==> src/rtl/de_stage_ctrl.sv <==
`default_nettype none
// ============================================================================
// Module   : de_stage_ctrl
// Brief    : Decode->execute pipeline register with load-use hazard bubble,
//            branch flush, memory-stall freeze and saturating event counters.
// Revision : 1.0 - initial release
// ============================================================================
module de_stage_ctrl #(
    parameter int CNT_W = 16
) (
    input  logic              CLK,
    input  logic              RST,
    input  logic              D_VALID,
    input  logic [31:0]       D_PC,
    input  logic [31:0]       D_RS1,
    input  logic [31:0]       D_RS2,
    input  logic [31:0]       D_IMM,
    input  logic [4:0]        D_ADDR1,
    input  logic [4:0]        D_ADDR2,
    input  logic [4:0]        D_WADDR,
    input  logic [6:0]        D_OP,
    input  logic              D_MEM_READ,
    input  logic              D_MEM_WRITE,
    input  logic              D_REG_WRITE,
    input  logic              E_FLUSH,
    input  logic              MEM_STALL,
    output logic              E_VALID,
    output logic [31:0]       E_PC,
    output logic [31:0]       E_RS1,
    output logic [31:0]       E_RS2,
    output logic [31:0]       E_IMM,
    output logic [4:0]        E_ADDR1,
    output logic [4:0]        E_ADDR2,
    output logic [4:0]        E_WADDR,
    output logic [6:0]        E_OP,
    output logic              E_MEM_READ,
    output logic              E_MEM_WRITE,
    output logic              E_REG_WRITE,
    output logic              PC_EN,
    output logic              FD_EN,
    output logic              FD_FLUSH,
    output logic              LU_STALL,
    output logic [CNT_W-1:0]  LU_CNT,
    output logic [CNT_W-1:0]  FLUSH_CNT
);

    localparam logic [6:0] OP_LUI    = 7'b0110111;
    localparam logic [6:0] OP_AUIPC  = 7'b0010111;
    localparam logic [6:0] OP_JAL    = 7'b1101111;
    localparam logic [6:0] OP_REG    = 7'b0110011;
    localparam logic [6:0] OP_STORE  = 7'b0100011;
    localparam logic [6:0] OP_BRANCH = 7'b1100011;

    localparam logic [0:0] S_RUN     = 1'b0;
    localparam logic [0:0] S_LU_HOLD = 1'b1;

    localparam logic [CNT_W-1:0] CNT_MAX = '1;

    logic [0:0] state;
    logic [0:0] state_nxt;
    logic       rs1_used;
    logic       rs2_used;
    logic       hit1;
    logic       hit2;
    logic       lu;
    logic       load_bubble;

    assign rs1_used = (D_OP != OP_LUI) && (D_OP != OP_AUIPC) && (D_OP != OP_JAL);
    assign rs2_used = (D_OP == OP_REG) || (D_OP == OP_STORE) || (D_OP == OP_BRANCH);

    assign hit1 = D_VALID && E_VALID && E_MEM_READ && (E_WADDR != 5'd0)
                  && rs1_used && (D_ADDR1 == E_WADDR);
    assign hit2 = D_VALID && E_VALID && E_MEM_READ && (E_WADDR != 5'd0)
                  && rs2_used && (D_ADDR2 == E_WADDR);

    // Store data matching a load is forwarded later, so rs2-only store hits never stall.
    // Only one bubble per load: detection is suppressed while holding.
    assign lu = (state == S_RUN) && (hit1 || (hit2 && (D_OP != OP_STORE)));

    assign load_bubble = E_FLUSH || lu;

    // State register
    always_ff @(posedge CLK) begin
        if (RST) begin
            state <= S_RUN;
        end else begin
            state <= state_nxt;
        end
    end

    // Next-state: stall freezes, flush wins over load-use, hold lasts one cycle
    always_comb begin
        state_nxt = state;
        if (MEM_STALL) begin
            state_nxt = state;
        end else if (E_FLUSH) begin
            state_nxt = S_RUN;
        end else if (lu) begin
            state_nxt = S_LU_HOLD;
        end else begin
            state_nxt = S_RUN;
        end
    end

    // Pipeline control outputs, combinational from state and inputs
    always_comb begin
        PC_EN    = 1'b1;
        FD_EN    = 1'b1;
        FD_FLUSH = 1'b0;
        LU_STALL = 1'b0;
        if (MEM_STALL) begin
            PC_EN    = 1'b0;
            FD_EN    = 1'b0;
        end else if (E_FLUSH) begin
            FD_FLUSH = 1'b1;
        end else if (lu) begin
            PC_EN    = 1'b0;
            FD_EN    = 1'b0;
            LU_STALL = 1'b1;
        end
    end

    // Execute-stage register: bubble on flush or load-use, hold on stall
    always_ff @(posedge CLK) begin
        if (RST || (!MEM_STALL && load_bubble)) begin
            E_VALID     <= 1'b0;
            E_PC        <= 32'd0;
            E_RS1       <= 32'd0;
            E_RS2       <= 32'd0;
            E_IMM       <= 32'd0;
            E_ADDR1     <= 5'd0;
            E_ADDR2     <= 5'd0;
            E_WADDR     <= 5'd0;
            E_OP        <= 7'd0;
            E_MEM_READ  <= 1'b0;
            E_MEM_WRITE <= 1'b0;
            E_REG_WRITE <= 1'b0;
        end else if (!MEM_STALL) begin
            E_VALID     <= D_VALID;
            E_PC        <= D_PC;
            E_RS1       <= D_RS1;
            E_RS2       <= D_RS2;
            E_IMM       <= D_IMM;
            E_ADDR1     <= D_ADDR1;
            E_ADDR2     <= D_ADDR2;
            E_WADDR     <= D_WADDR;
            E_OP        <= D_OP;
            E_MEM_READ  <= D_MEM_READ;
            E_MEM_WRITE <= D_MEM_WRITE;
            E_REG_WRITE <= D_REG_WRITE;
        end
    end

    // Saturating event counters; a flush masks a simultaneous load-use event
    always_ff @(posedge CLK) begin
        if (RST) begin
            LU_CNT    <= '0;
            FLUSH_CNT <= '0;
        end else if (!MEM_STALL) begin
            if (E_FLUSH) begin
                if (FLUSH_CNT != CNT_MAX) begin
                    FLUSH_CNT <= FLUSH_CNT + 1'b1;
                end
            end else if (lu) begin
                if (LU_CNT != CNT_MAX) begin
                    LU_CNT <= LU_CNT + 1'b1;
                end
            end
        end
    end

endmodule
`default_nettype wire
==> config.mk <==
export PLATFORM = sky130hd
export DESIGN_NAME = de_stage_ctrl
export DESIGN_NICKNAME = d
export VERILOG_FILES = /design/src/rtl/de_stage_ctrl.sv
export SDC_FILE = /design/constraint.sdc
export NUM_CORES = 1
export LEC_CHECK = 0
export BUFFER_PORTS_ARGS = -buffer_cell sky130_fd_sc_hd__buf_2
export CAP_MARGIN = 20
export CORE_AREA = 2 2 134 136
export DETAILED_ROUTE_END_ITERATION = 7
export DIE_AREA = 0 0 136 138
export GPL_TIMING_DRIVEN = 0
export PLACE_DENSITY = 0.76
export SLEW_MARGIN = 20
export SYNTH_ARGS = -nofsm -noshare
export SYNTH_HDL_FRONTEND = slang
export SYNTH_SLANG_ARGS = --single-unit
==> constraint.sdc <==
create_clock -name CLK -period 6 [get_ports CLK]
set_input_delay 0.3 -clock CLK [delete_from_list [all_inputs] [get_ports CLK]]
set_output_delay 0.3 -clock CLK [all_outputs]
set_load 0.02 [all_outputs]
# --- Word level (Yosys, flattened, before mapping) ---
# Index checks and enable logic that the tools add are counted.
classes:
  eq_ne: 11
  n_addsub: 2
  bitwise: 3
  n_mux: 8
  reduce_logical: 21
op_table:
  columns: ["cell", "n"]
  rows:
  - ["$add A16 B1 Y16 const B", 2]
  - ["$ne A16 B16 Y1 const B", 2]
  - ["$eq A7 B6 Y1 const B", 2]
  - ["$ne A7 B6 Y1 const B", 2]
  - ["$logic_and A1 B1 Y1", 12]
  - ["$eq A5 B5 Y1", 2]
  - ["$mux W1", 8]
  - ["$eq A7 B7 Y1 const B", 1]
  - ["$ne A7 B5 Y1 const B", 1]
  - ["$ne A7 B7 Y1 const B", 1]
  - ["$logic_or A1 B1 Y1", 5]
  - ["$reduce_bool A5 Y1", 1]
  - ["$reduce_and A4 Y1", 1]
  - ["$not A1 Y1", 3]
  - ["$reduce_and A3 Y1", 1]
  - ["$logic_not A1 Y1", 1]
totals:
  reg_bits: 187
  input_bits: 158
  out_inout_bits: 190
  word_cells: 60

# --- Longest topological paths before layout ---
depth:
  word_depth: 11
  mapped_depth: 9
  depth_no_buf: 7

# --- Least setup slack after synthesis ---
# No wires, ideal clock.
synth_timing:
  path_type: "reg2reg"
  from: "reg E_WADDR[0]"
  to: "reg LU_CNT[7]"
  path_stages_with_launch: 7
  required_ns: 5.877
  setup_slack_ns: 3.793
  synth_period_minus_slack_ns: 2.207
  path_buffers: 0
  arrival_time_ns: 2.084
  setup_time_ns: 0.123
  cell_sequence: "dfxtp_1 > or4_1 > o21ai_1 > or4b_1 > o22a_1 > nor4_1 > mux2_1"
synth_via:
  elab_chain_cells: 8
  elab_cells_between_ends: 12
  cone_classes: "eq/ne (2); reduce/logical (10)"
synth_lines:
  columns: ["item", "line", "rtl"]
  rows:
  - ["start, declared", "34", "output logic [4:0] E_WADDR,"]
  - ["start signal, assigned", "133", "E_WADDR <= 5'd0;"]
  - ["start signal, assigned", "146", "E_WADDR <= D_WADDR;"]
  - ["$reduce_bool A5 Y1", "71, 73", null]
  - ["$logic_and A1 B1 Y1", "71, 73", null]
  - ["$logic_and A1 B1 Y1 (2 in a row)", "74", "&& rs2_used && (D_ADDR2 == E_WADDR);"]
  - ["$logic_and A1 B1 Y1", "78", "assign lu = (state == S_RUN) && (hit1 || (hit2 && (D_OP != OP_STORE)));"]
  - ["$logic_or A1 B1 Y1 (*)", "78", null]
  - ["$logic_and A1 B1 Y1 (*)", "78", null]
  - ["$reduce_and A4 Y1 (no line) (*)", null, null]
  - ["end signal, assigned", "166", "LU_CNT <= LU_CNT + 1'b1;"]
  - ["end, declared", "43", "output logic [CNT_W-1:0] LU_CNT,"]
# Mark *: on every way between the ends. The rest lies on a longest branch, timed or not.
# A chain may end at the register's enable or synchronous reset.

# --- Worst setup path after layout ---
layout_timing:
  from: "reg E_WADDR[4]"
  to: "out PC_EN"
layout_via:
  elab_chain_cells: 10
  elab_cells_between_ends: 14
  cone_classes: "eq/ne (2); mux (3); reduce/logical (9)"
layout_lines:
  columns: ["item", "line", "rtl"]
  rows:
  - ["$reduce_bool A5 Y1", "71, 73", null]
  - ["$logic_and A1 B1 Y1", "71, 73", null]
  - ["$logic_and A1 B1 Y1 (2 in a row)", "74", null]
  - ["$logic_and A1 B1 Y1", "78", null]
  - ["$logic_or A1 B1 Y1 (*)", "78", null]
  - ["$logic_and A1 B1 Y1 (*)", "78", null]
  - ["$mux W1 (*)", "116", "end else if (lu) begin"]
  - ["$mux W1 (*)", "114", "end else if (E_FLUSH) begin"]
  - ["$mux W1 (*)", "111", "if (MEM_STALL) begin"]
  - ["end, declared", "39", "output logic PC_EN,"]
# Marked as above.

==> metrics.csv <==
metric,value,unit
CTS Buf Count,17,
clock buffer depth,2,
post-synthesis sequential area ratio,48.5,%
grt ovf,0,
fin nets,1430,
Top-Level Pins,348,
all-layer global routing usage,25.3,%
GP Congestion,0.915,
leakage,4.55,nW
post-synth top area cell,dfxtp_1,
CP startpoint,E_WADDR[4],
area of the multi-input gates,3580,sq um
Routed WL per cell,16.1,microns
Setup CP Type,reg2out,
unrepaired setup endpoints after global routing,false,
Final ANT Viol Nets,0,
FMAX,0.361,GHz
Mapped Area,7720,sq um
Hold Crit Class,in2reg,
routed wire length,24.3,mm
skew final,12.2,ps
area delta synth->final,33.2,%
Final Max Slew Viols,0,
Fin. Hold Viols,0,
CTS Sinks,187,
mean area per synthesized cell,8.52,sq um
initial antenna violation count,3,
Syn. warnings,0,
Synth Instances,906,
Final Setup Violations,0,
pre-CTS worst setup slack,3440,ps
H-tree levels,4,
post-cts resize count,0,
area share of the largest cell type after synthesis,48.5,%
Worst-path clk slew,70,ps
CP Data Required Time,5700,ps
starting DRC count in detailed routing,443,
share of cells above drive strength 1,31.0,%
startpoint type of the worst setup path,flop,
row count,49,
post-route minimum period,2770,ps
Post-synth EDFFs,0,
CTS tree,done,
Register Area,3740,sq um
Vias/cell,5.13,
Hold Buf Count CTS,0,
final worst slack,3230,ps
Post-synth ARST share,0,%
total of max-cap violations,0,
Power Density,263,nW/um^2
CTS root buf,clkbuf_16,
Detailed Routing Iterations Pass 1,4,
Synth cell types,42,
crit path to,PC_EN,
R2R cell count,9,
Fin Setup TNS,0,ps
Worst Path Arrival,2470,ps
Crit Path Max Fanout,5,
Worst-Margin Slew,776,ps
die height,138,microns
peak supply drop,0.190,mV
Synth Register Bits,187,
fillers,1615,
vias in the first global route,7238,
syn nets,1066,
placed wire-length estimate,18.1,mm
ys flop type,dfxtp_1,
area of the core,17500,sq um
Area contributors post-synth,"dfxtp_1 (49%), nor3b_1 (15%), a21oi_1 (11%)",
Post-CTS Setup Repair Bufs,0,
"reg-to-reg slack, setup",3570,ps
largest net degree at the start of global routing,17,
initial core utilization,44.0,%
nature of the critical path endpoint,primary output,
status,"complete, no violations",
crit share post-route,46.1,%
Die ar.,18800,sq um
via count,7755,
FF-to-FF End,E_IMM[29],
first-pass GRT wire length,37.9,mm
port bufs,345,
Residual DRC,0,
Rel. slew slack,48.3,%
clk_lat worst skew,420,ps
chip width,136,microns
reg2reg start,E_WADDR[4],
==> layout by cell type (no fill, tap or decap), types with 9 or more instances in the layout <==
cell,Yosys,final
a21oi_1,169,169
buf_2,10,355
buf_6,9,9
clkbuf_1,53,53
clkbuf_16,0,17
dfxtp_1,187,187
nand2_1,13,13
nand3_1,18,18
nand4_1,11,11
nor2_1,178,178
nor3b_1,155,155
or3_1,13,13
xor2_1,19,19
==> Yosys cell counts, types with 2 or more instances <==
master	number
dfxtp_1	187
nor2_1	178
a21oi_1	169
nor3b_1	155
clkbuf_1	53
xor2_1	19
nand3_1	18
nand2_1	13
or3_1	13
nand4_1	11
buf_2	10
buf_6	9
o21ai_0	8
and3_1	7
xnor2_1	6
nor3_1	5
buf_1	4
inv_1	4
o21ai_1	4
and4b_1	3
nor2b_1	3
nor4_1	3
or4_1	3
ha_1	2
o31ai_1	2
==> critical path, cell delays in order, from the launching register on <==
cell	delay, ps
dfxtp_1	450
xnor2_1	150
nand4_1	110
or4_4	440
and2_1	180
nor3_1	310
nor2_1	110
buf_4	150
buf_2	150
==> routing by layer <==
metal	share of wire [%]	global-route usage (%)	vias to the layer above
met3	7.1	7.15	44
met1	43	31.9	3587
met5	0.062	0	-
met2	47	41.1	248
li1	-	-	3874
met4	2.7	9.10	2
==> logic make-up after synthesis <==
logic type	Yosys count	synth area share, %
AND/OR/NAND/NOR	417	30.1
AO/OA/AOI/OAI	192	12.9
flip-flops	187	48.5
buffers and inverters	81	5.03
XOR/XNOR	25	2.84
multiplexers	2	0.276
adder cells (fa/ha/maj)	2	0.324
==> stage by stage <==
stage	util [%]	std cells	hold WS [ps]	instance area [sq um]	power [mW]
after CTS	58.6	1509	260	10300	2.73
after floorplan	-	906	441	7720	1.53
after global routing	58.6	1511	278	10300	2.81
after detailed placement	55.5	1480	472	9730	1.67
final	58.6	1511	271	10300	2.71
after global placement	55.5	1480	464	9730	1.67
==> sequential cells by signal (all words and copies together) (netlist names), 5 cells and up <==
signal	flops
E_ADDR1	5
E_PC	32
LU_CNT	16
E_ADDR2	5
FLUSH_CNT	16
E_IMM	32
E_OP	7
E_RS2	32
E_WADDR	5
E_RS1	32
==> where the power goes <==
group,leakage (nW),internal [mW],total (mW),switching [mW]
Combinational,2.77,0.134,0.340,0.206
Clock,0.259,0.571,1.06,0.493
Sequential,1.52,1.28,1.30,0.0221
Total,4.55,1.99,2.71,0.722
==> how the worst min path moves through the flow <==
stage                     start     endpoint  slack (ps)  cells past startpoint
finish                 D_PC[13]     E_PC[13]         270                      4
global route           D_IMM[7]     E_IMM[7]         280                      4
CTS                   D_RS1[17]    E_RS1[17]         260                      4
detailed placement    E_IMM[25]    E_IMM[25]         470                      2
global placement    E_REG_WRITE  E_REG_WRITE         460                      2
floorplan                 state        state         440                      2
==> area by class of cell <==
class	count	share of cell area (%)
clock buffer	17	4.14
antenna	2	0.0487
tap	229	2.79
multi-input combinational	638	34.9
sequential	187	36.4
clock inverter	12	1.12
buffer	77	3.63
inverter	4	0.146
timing repair buffer	345	16.8
No activity file was read; power rests on OpenSTA's default activity.
